$ cat config.mk
export PLATFORM = sky130hd
export DESIGN_NAME = nn_host_arbiter
export DESIGN_NICKNAME = d
export VERILOG_FILES = /design/src/rtl/nn_host_arbiter.sv
export SDC_FILE = /design/constraint.sdc
export NUM_CORES = 1
export LEC_CHECK = 0
export BUFFER_PORTS_ARGS = -buffer_cell sky130_fd_sc_hd__buf_4
export CELL_PAD_IN_SITES_DETAIL_PLACEMENT = 0
export CELL_PAD_IN_SITES_GLOBAL_PLACEMENT = 1
export CORE_ASPECT_RATIO = 0.7
export CORE_UTILIZATION = 36
export DETAILED_ROUTE_END_ITERATION = 10
export HOLD_SLACK_MARGIN = 0.12
export PLACE_DENSITY = 0.83
export SYNTH_ARGS = -nofsm -noshare
export SYNTH_HDL_FRONTEND = slang
export SYNTH_SLANG_ARGS = --single-unit
$ cat constraint.sdc
create_clock -name clk -period 2.9 [get_ports clk]
set_input_delay 0.58 -clock clk [delete_from_list [all_inputs] [get_ports clk]]
set_output_delay 0.58 -clock clk [all_outputs]
set_load 0.03 [all_outputs]
$ cat src/rtl/nn_host_arbiter.sv
// Two-requester round-robin front end for the NN accelerator memory map.
// A status write with the run bit set parks the arbiter until the run completes.
module nn_host_arbiter #(
    parameter int                ADDR_W      = 16,
    parameter int                DATA_W      = 32,
    parameter int                RDATA_W     = 16,
    parameter logic [ADDR_W-1:0] STATUS_ADDR = 16'hF000,
    parameter int                RUN_BIT     = 0,
    parameter int                WAIT_MAX    = 4
) (
    input  logic                   clk,
    input  logic                   reset_n,
    input  logic [1:0]             rq_req,
    input  logic [1:0]             rq_we,
    input  logic [1:0][ADDR_W-1:0] rq_addr,
    input  logic [1:0][DATA_W-1:0] rq_wdata,
    output logic [1:0]             rq_gnt,
    output logic [1:0]             rq_rvalid,
    output logic [RDATA_W-1:0]     rq_rdata,
    output logic                   nn_write_enable,
    output logic                   nn_read_enable,
    output logic [ADDR_W-1:0]      nn_write_addr,
    output logic [DATA_W-1:0]      nn_write_data,
    output logic [ADDR_W-1:0]      nn_read_addr,
    input  logic [RDATA_W-1:0]     nn_read_data,
    input  logic                   nn_available,
    output logic                   run_done,
    output logic                   run_err
);

    localparam int CNT_W = $clog2(WAIT_MAX + 1);
    localparam logic [CNT_W-1:0] CNT_LAST = CNT_W'(WAIT_MAX - 1);

    typedef enum logic [1:0] {IDLE, RUN_WAIT, BUSY} state_t;

    state_t           state_q, state_d;
    logic [CNT_W-1:0] cnt_q, cnt_d;
    logic             prio_q;
    logic [1:0]       rd_pend_q;
    logic             sel;
    logic             any_gnt;
    logic             run_wr;

    // Grant is gated by reset_n so it reads 0 while reset is held, even with requests up.
    always_comb begin
        rq_gnt = '0;
        if (reset_n && state_q == IDLE) begin
            if (rq_req == 2'b11) rq_gnt = prio_q ? 2'b10 : 2'b01;
            else                 rq_gnt = rq_req;
        end
        any_gnt = |rq_gnt;
        sel     = rq_gnt[1];
        run_wr  = any_gnt && rq_we[sel] && (rq_addr[sel] == STATUS_ADDR)
                  && rq_wdata[sel][RUN_BIT];
    end

    always_comb begin
        state_d  = state_q;
        cnt_d    = cnt_q;
        run_done = 1'b0;
        run_err  = 1'b0;
        case (state_q)
            IDLE: begin
                cnt_d = '0;
                if (run_wr) state_d = RUN_WAIT;
            end
            RUN_WAIT: begin
                if (!nn_available) begin
                    state_d = BUSY;
                    cnt_d   = '0;
                end else if (cnt_q == CNT_LAST) begin
                    state_d = IDLE;
                    cnt_d   = '0;
                    run_err = 1'b1;
                end else begin
                    cnt_d = cnt_q + 1'b1;
                end
            end
            BUSY: begin
                if (nn_available) begin
                    state_d  = IDLE;
                    run_done = 1'b1;
                end
            end
            default: state_d = IDLE;
        endcase
    end

    // Read data is forwarded live from the accelerator during the valid cycle.
    assign rq_rdata = (|rq_rvalid) ? nn_read_data : '0;

    always_ff @(posedge clk or negedge reset_n) begin
        if (!reset_n) begin
            state_q         <= IDLE;
            cnt_q           <= '0;
            prio_q          <= 1'b0;
            rd_pend_q       <= '0;
            rq_rvalid       <= '0;
            nn_write_enable <= 1'b0;
            nn_read_enable  <= 1'b0;
            nn_write_addr   <= '0;
            nn_write_data   <= '0;
            nn_read_addr    <= '0;
        end else begin
            state_q         <= state_d;
            cnt_q           <= cnt_d;
            if (any_gnt) prio_q <= rq_gnt[0];
            nn_write_enable <= any_gnt && rq_we[sel];
            nn_read_enable  <= any_gnt && !rq_we[sel];
            if (any_gnt && rq_we[sel]) begin
                nn_write_addr <= rq_addr[sel];
                nn_write_data <= rq_wdata[sel];
            end
            if (any_gnt && !rq_we[sel]) nn_read_addr <= rq_addr[sel];
            rd_pend_q       <= rq_gnt & ~rq_we;
            rq_rvalid       <= rd_pend_q;
        end
    end

endmodule

==> qor.txt <==
run status: complete, but fails checks
failing checks: design-rule violations
final routed wire length divided by cell count: 15.3 µm
source-to-sink clock delay at the later pin of the worst-skew pair: 0.33 ns
register clock-pin slew on the reported worst setup and hold paths: 0.06 ns
Critical Path Start Type: register
final worst-path cycle share: 77.5%
LEAKAGE: 3.00 nW
Max Buffers Root-to-Sink: 2
number of buffers inserted to repair setup after CTS: 0
final-report setup violation count: 0
Worst path max stage delay: 0.48 ns
chip width: 125 µm
area leader, netlist: dfrtp_1
First DRT Iteration DRCs: 85
slowest cell on the critical path: dfrtp_1
Layout area overhead: 51.5%
kind of end point of the critical path: register
mean instance size in the synthesized netlist: 13.0 µm²
RR Startpoint: state_q[1]$_DFFE_PN0P_
number of nets in the final layout: 624
Pwr per Cell Area: 737 nW/µm²
post-cts sizing count: 0
portion of total power attributed to combinational logic: 39.2%
sequential element share of the synthesized area: 49.6%
sequential power share: 34.7%
overall via count from detail_route: 2998
CTS Buf Count: 9
routability congestion estimate from global placement: 0.803
unique cell type count in the Yosys netlist: 30
Crit. path cell count: 7
Crit Path Max Fanout: 21
unrepaired setup endpoints after global routing: no
cell family with the largest share of critical-path delay: buffers and inverters
count of buffers inserted at the top-level ports: 206
Final HPWL DP: 7.39 mm
critical path startpoint: state_q[1]$_DFFE_PN0P_
wire length of the first global-routing pass: 15.3 mm
Buf/Inv on CP: 3
Max Slew Vio Count: 0
vias in the first global route: 2968
number of vias per cell after detailed routing: 4.68
Yosys Warn Count: 0
TritonCTS clock tree: built
share of the synthesized area in the top cell type: 49.6%
starting density of the core: 37.0%
timing-limited maximum frequency: 445 MHz
Setup crit end: nn_write_data[0]$_DFFE_PN0N_
data required time at the worst endpoint: 3.11 ns
Sw Share: 35.5%
number of iterations in the first detailed-routing pass: 7
class of the most critical hold timing path: reg2reg
cell-internal power: 2.76 mW
antenna violations before repair: 0
post-layout power: 4.27 mW
post-detailed-routing wire length: 9.84 mm
residual antenna-violating net count after detailed routing: 0
count of standard-cell rows: 31
maximum number of pins on one net before global-route repair: 77
placeable core area: 10400 µm²
largest cells by area after synthesis: dfrtp_1, mux2i_1, mux2_4
H-Tree Level Count: 3
total area of multi-input combinational cells: 1690 µm²
clock network fraction of total power: 26.1%
cells along the critical path: nor3b_4 -> nand3_2 -> inv_2 -> a22oi_2 -> inv_2 -> buf_12 -> mux2_2
relative slew slack: 34.7%
endpoint arrival time on the critical path: 2.46 ns
Mapped Cells: 295
largest voltage drop on the vdd net: 442 µV
number of register bits inferred by synthesis: 76
DR DRC count: 15
clock period minus final worst setup slack: 2.25 ns
worst clock skew on the final layout: 0.00605 ns
Worst Tran Pin Value: 0.979 ns
slack of the worst reg-to-reg path: 0.65 ns
FF+latch area: 1900 µm²
final hold vios: 0
worst flop-to-flop path endpoint: nn_write_data[0]$_DFFE_PN0N_
NetSw: 1.52 mW
total I/O pin count: 207
CTS Hold Buffers Added: 0
clock sink total: 76
final-layout setup total negative slack: 0 ns
die area: 11100 µm²
max cap viols: 0
count of antenna diodes in the layout: 0
path depth of the worst reg2reg path: 7
most frequent CP cell: inv_2
fill cell instance count of the final layout: 889
Root Buffer: clkbuf_16
Total Routing Usage GR: 18.1%
net count after synthesis: 415
aggregate global routing overflow: 0
post-synthesis instance area: 3830 µm²
y dimension of the die: 88.3 µm
Worst Setup Path Type: reg2reg
fraction of layout instances using a drive strength above 1: 58.5%
==> through the flow <==
| stage | setup slack, ns | utilization (%) | std cells | hold slack (ns) | area [µm²] |
|---|---|---|---|---|---|
| after floorplan | 0.910 | - | 295 | 0.284 | 3830 |
| after global placement | 0.516 | 53.1 | 625 | 0.336 | 5500 |
| after detailed placement | 0.475 | 53.1 | 625 | 0.335 | 5500 |
| after CTS | 0.618 | 56.0 | 641 | 0.352 | 5800 |
| after global routing | 0.509 | 56.0 | 641 | 0.353 | 5800 |
| final | 0.653 | 56.0 | 641 | 0.351 | 5800 |
==> Yosys cell counts <==
cell type	count
dfrtp_1	76
mux2i_1	48
mux2_2	34
inv_1	33
mux2_4	30
nor2b_1	16
nor2_1	9
nand2_1	7
buf_6	6
buf_4	5
nor4b_1	4
nand4_1	3
buf_2	2
inv_2	2
nand2b_1	2
nand3_1	2
nor4_1	2
o21ai_0	2
a22oi_2	1
a32o_1	1
and3_1	1
clkbuf_1	1
ha_1	1
nand3_2	1
nor3_1	1
nor3b_4	1
o21a_1	1
o22ai_1	1
o32a_1	1
xnor2_1	1
==> area by class of cell <==
class	count	area share (%)
Timing Repair Buffer	212	27.9
Inverter	35	2.26
Clock inverter	6	1.10
Sequential cell	76	32.8
Clock buffer	10	4.12
Multi-Input combinational cell	170	29.1
Tap cell	132	2.85
==> cells by family (layout without fill, tap and decap cells) <==
group | Yosys count | count (layout) | synth area share (%)
adders and majority gates | 1 | 1 | 0.326
and+or+nand+nor | 49 | 49 | 7.54
xor gates and xnor gates | 1 | 1 | 0.229
AOI/OAI and AO/OA | 7 | 7 | 1.47
DFF | 76 | 76 | 49.6
muxes | 112 | 112 | 34.3
buffers and inverters | 49 | 263 | 6.53
==> placed cells by master, fill, tap and decap left out <==
cell	count
nor2b_1	16
o21a_1	1
buf_4	210
nor4b_1	4
dfrtp_1	76
nand4_1	3
and3_1	1
nand2b_1	2
nor4_1	2
inv_2	2
o22ai_2	1
mux2i_1	48
nand3_1	2
inv_1	33
a22oi_2	1
xnor2_1	1
clkbuf_8	1
o32a_1	1
clkbuf_16	9
buf_12	2
nand3_2	1
mux2_4	30
clkinv_4	1
nor3_1	1
nand2_1	7
ha_1	1
a32o_1	1
nor3b_4	1
clkinv_2	2
mux2_2	34
bufinv_16	1
clkinvlp_4	2
o21ai_0	2
nor2_1	9
==> layer usage <==
layer,wire length [µm],global-route usage [%]
met1,4260,22.4
met2,4730,29.7
met3,730,6.59
met4,117,6.43
met5,0,0
==> worst min path at each step <==
stage | start | end | slack, ns | cells past startpoint
finish | rd_pend_q[1]$_DFF_PN0_ | rq_rvalid[1]$_DFF_PN0_ | 0.35 | 0
global route | rd_pend_q[1]$_DFF_PN0_ | rq_rvalid[1]$_DFF_PN0_ | 0.35 | 0
CTS | rd_pend_q[1]$_DFF_PN0_ | rq_rvalid[1]$_DFF_PN0_ | 0.35 | 0
detailed placement | rd_pend_q[1]$_DFF_PN0_ | rq_rvalid[1]$_DFF_PN0_ | 0.33 | 0
global placement | rd_pend_q[1]$_DFF_PN0_ | rq_rvalid[1]$_DFF_PN0_ | 0.34 | 0
floorplan | reset_n | cnt_q[0]$_DFFE_PN0P_ | 0.28 | 0
==> flip-flops by register name, indices dropped and copies added (netlist names) <==
name and count:
cnt_q 3, nn_read_addr 16, nn_read_enable 1, nn_write_addr 16, nn_write_data 32, nn_write_enable 1, prio_q 1, rd_pend_q 2
rq_rvalid 2, state_q 2
==> power by group through the flow <==
stage               sequential (mW)  clock (mW)  combinational, mW
finish                         1.48        1.12               1.68
global route                   1.52        1.21               1.77
CTS                            1.48        1.16               1.70
detailed placement             1.50           0               1.69
global placement               1.49           0               1.68
floorplan                      2.01           0              0.465
(Power assumes the default switching activity.)
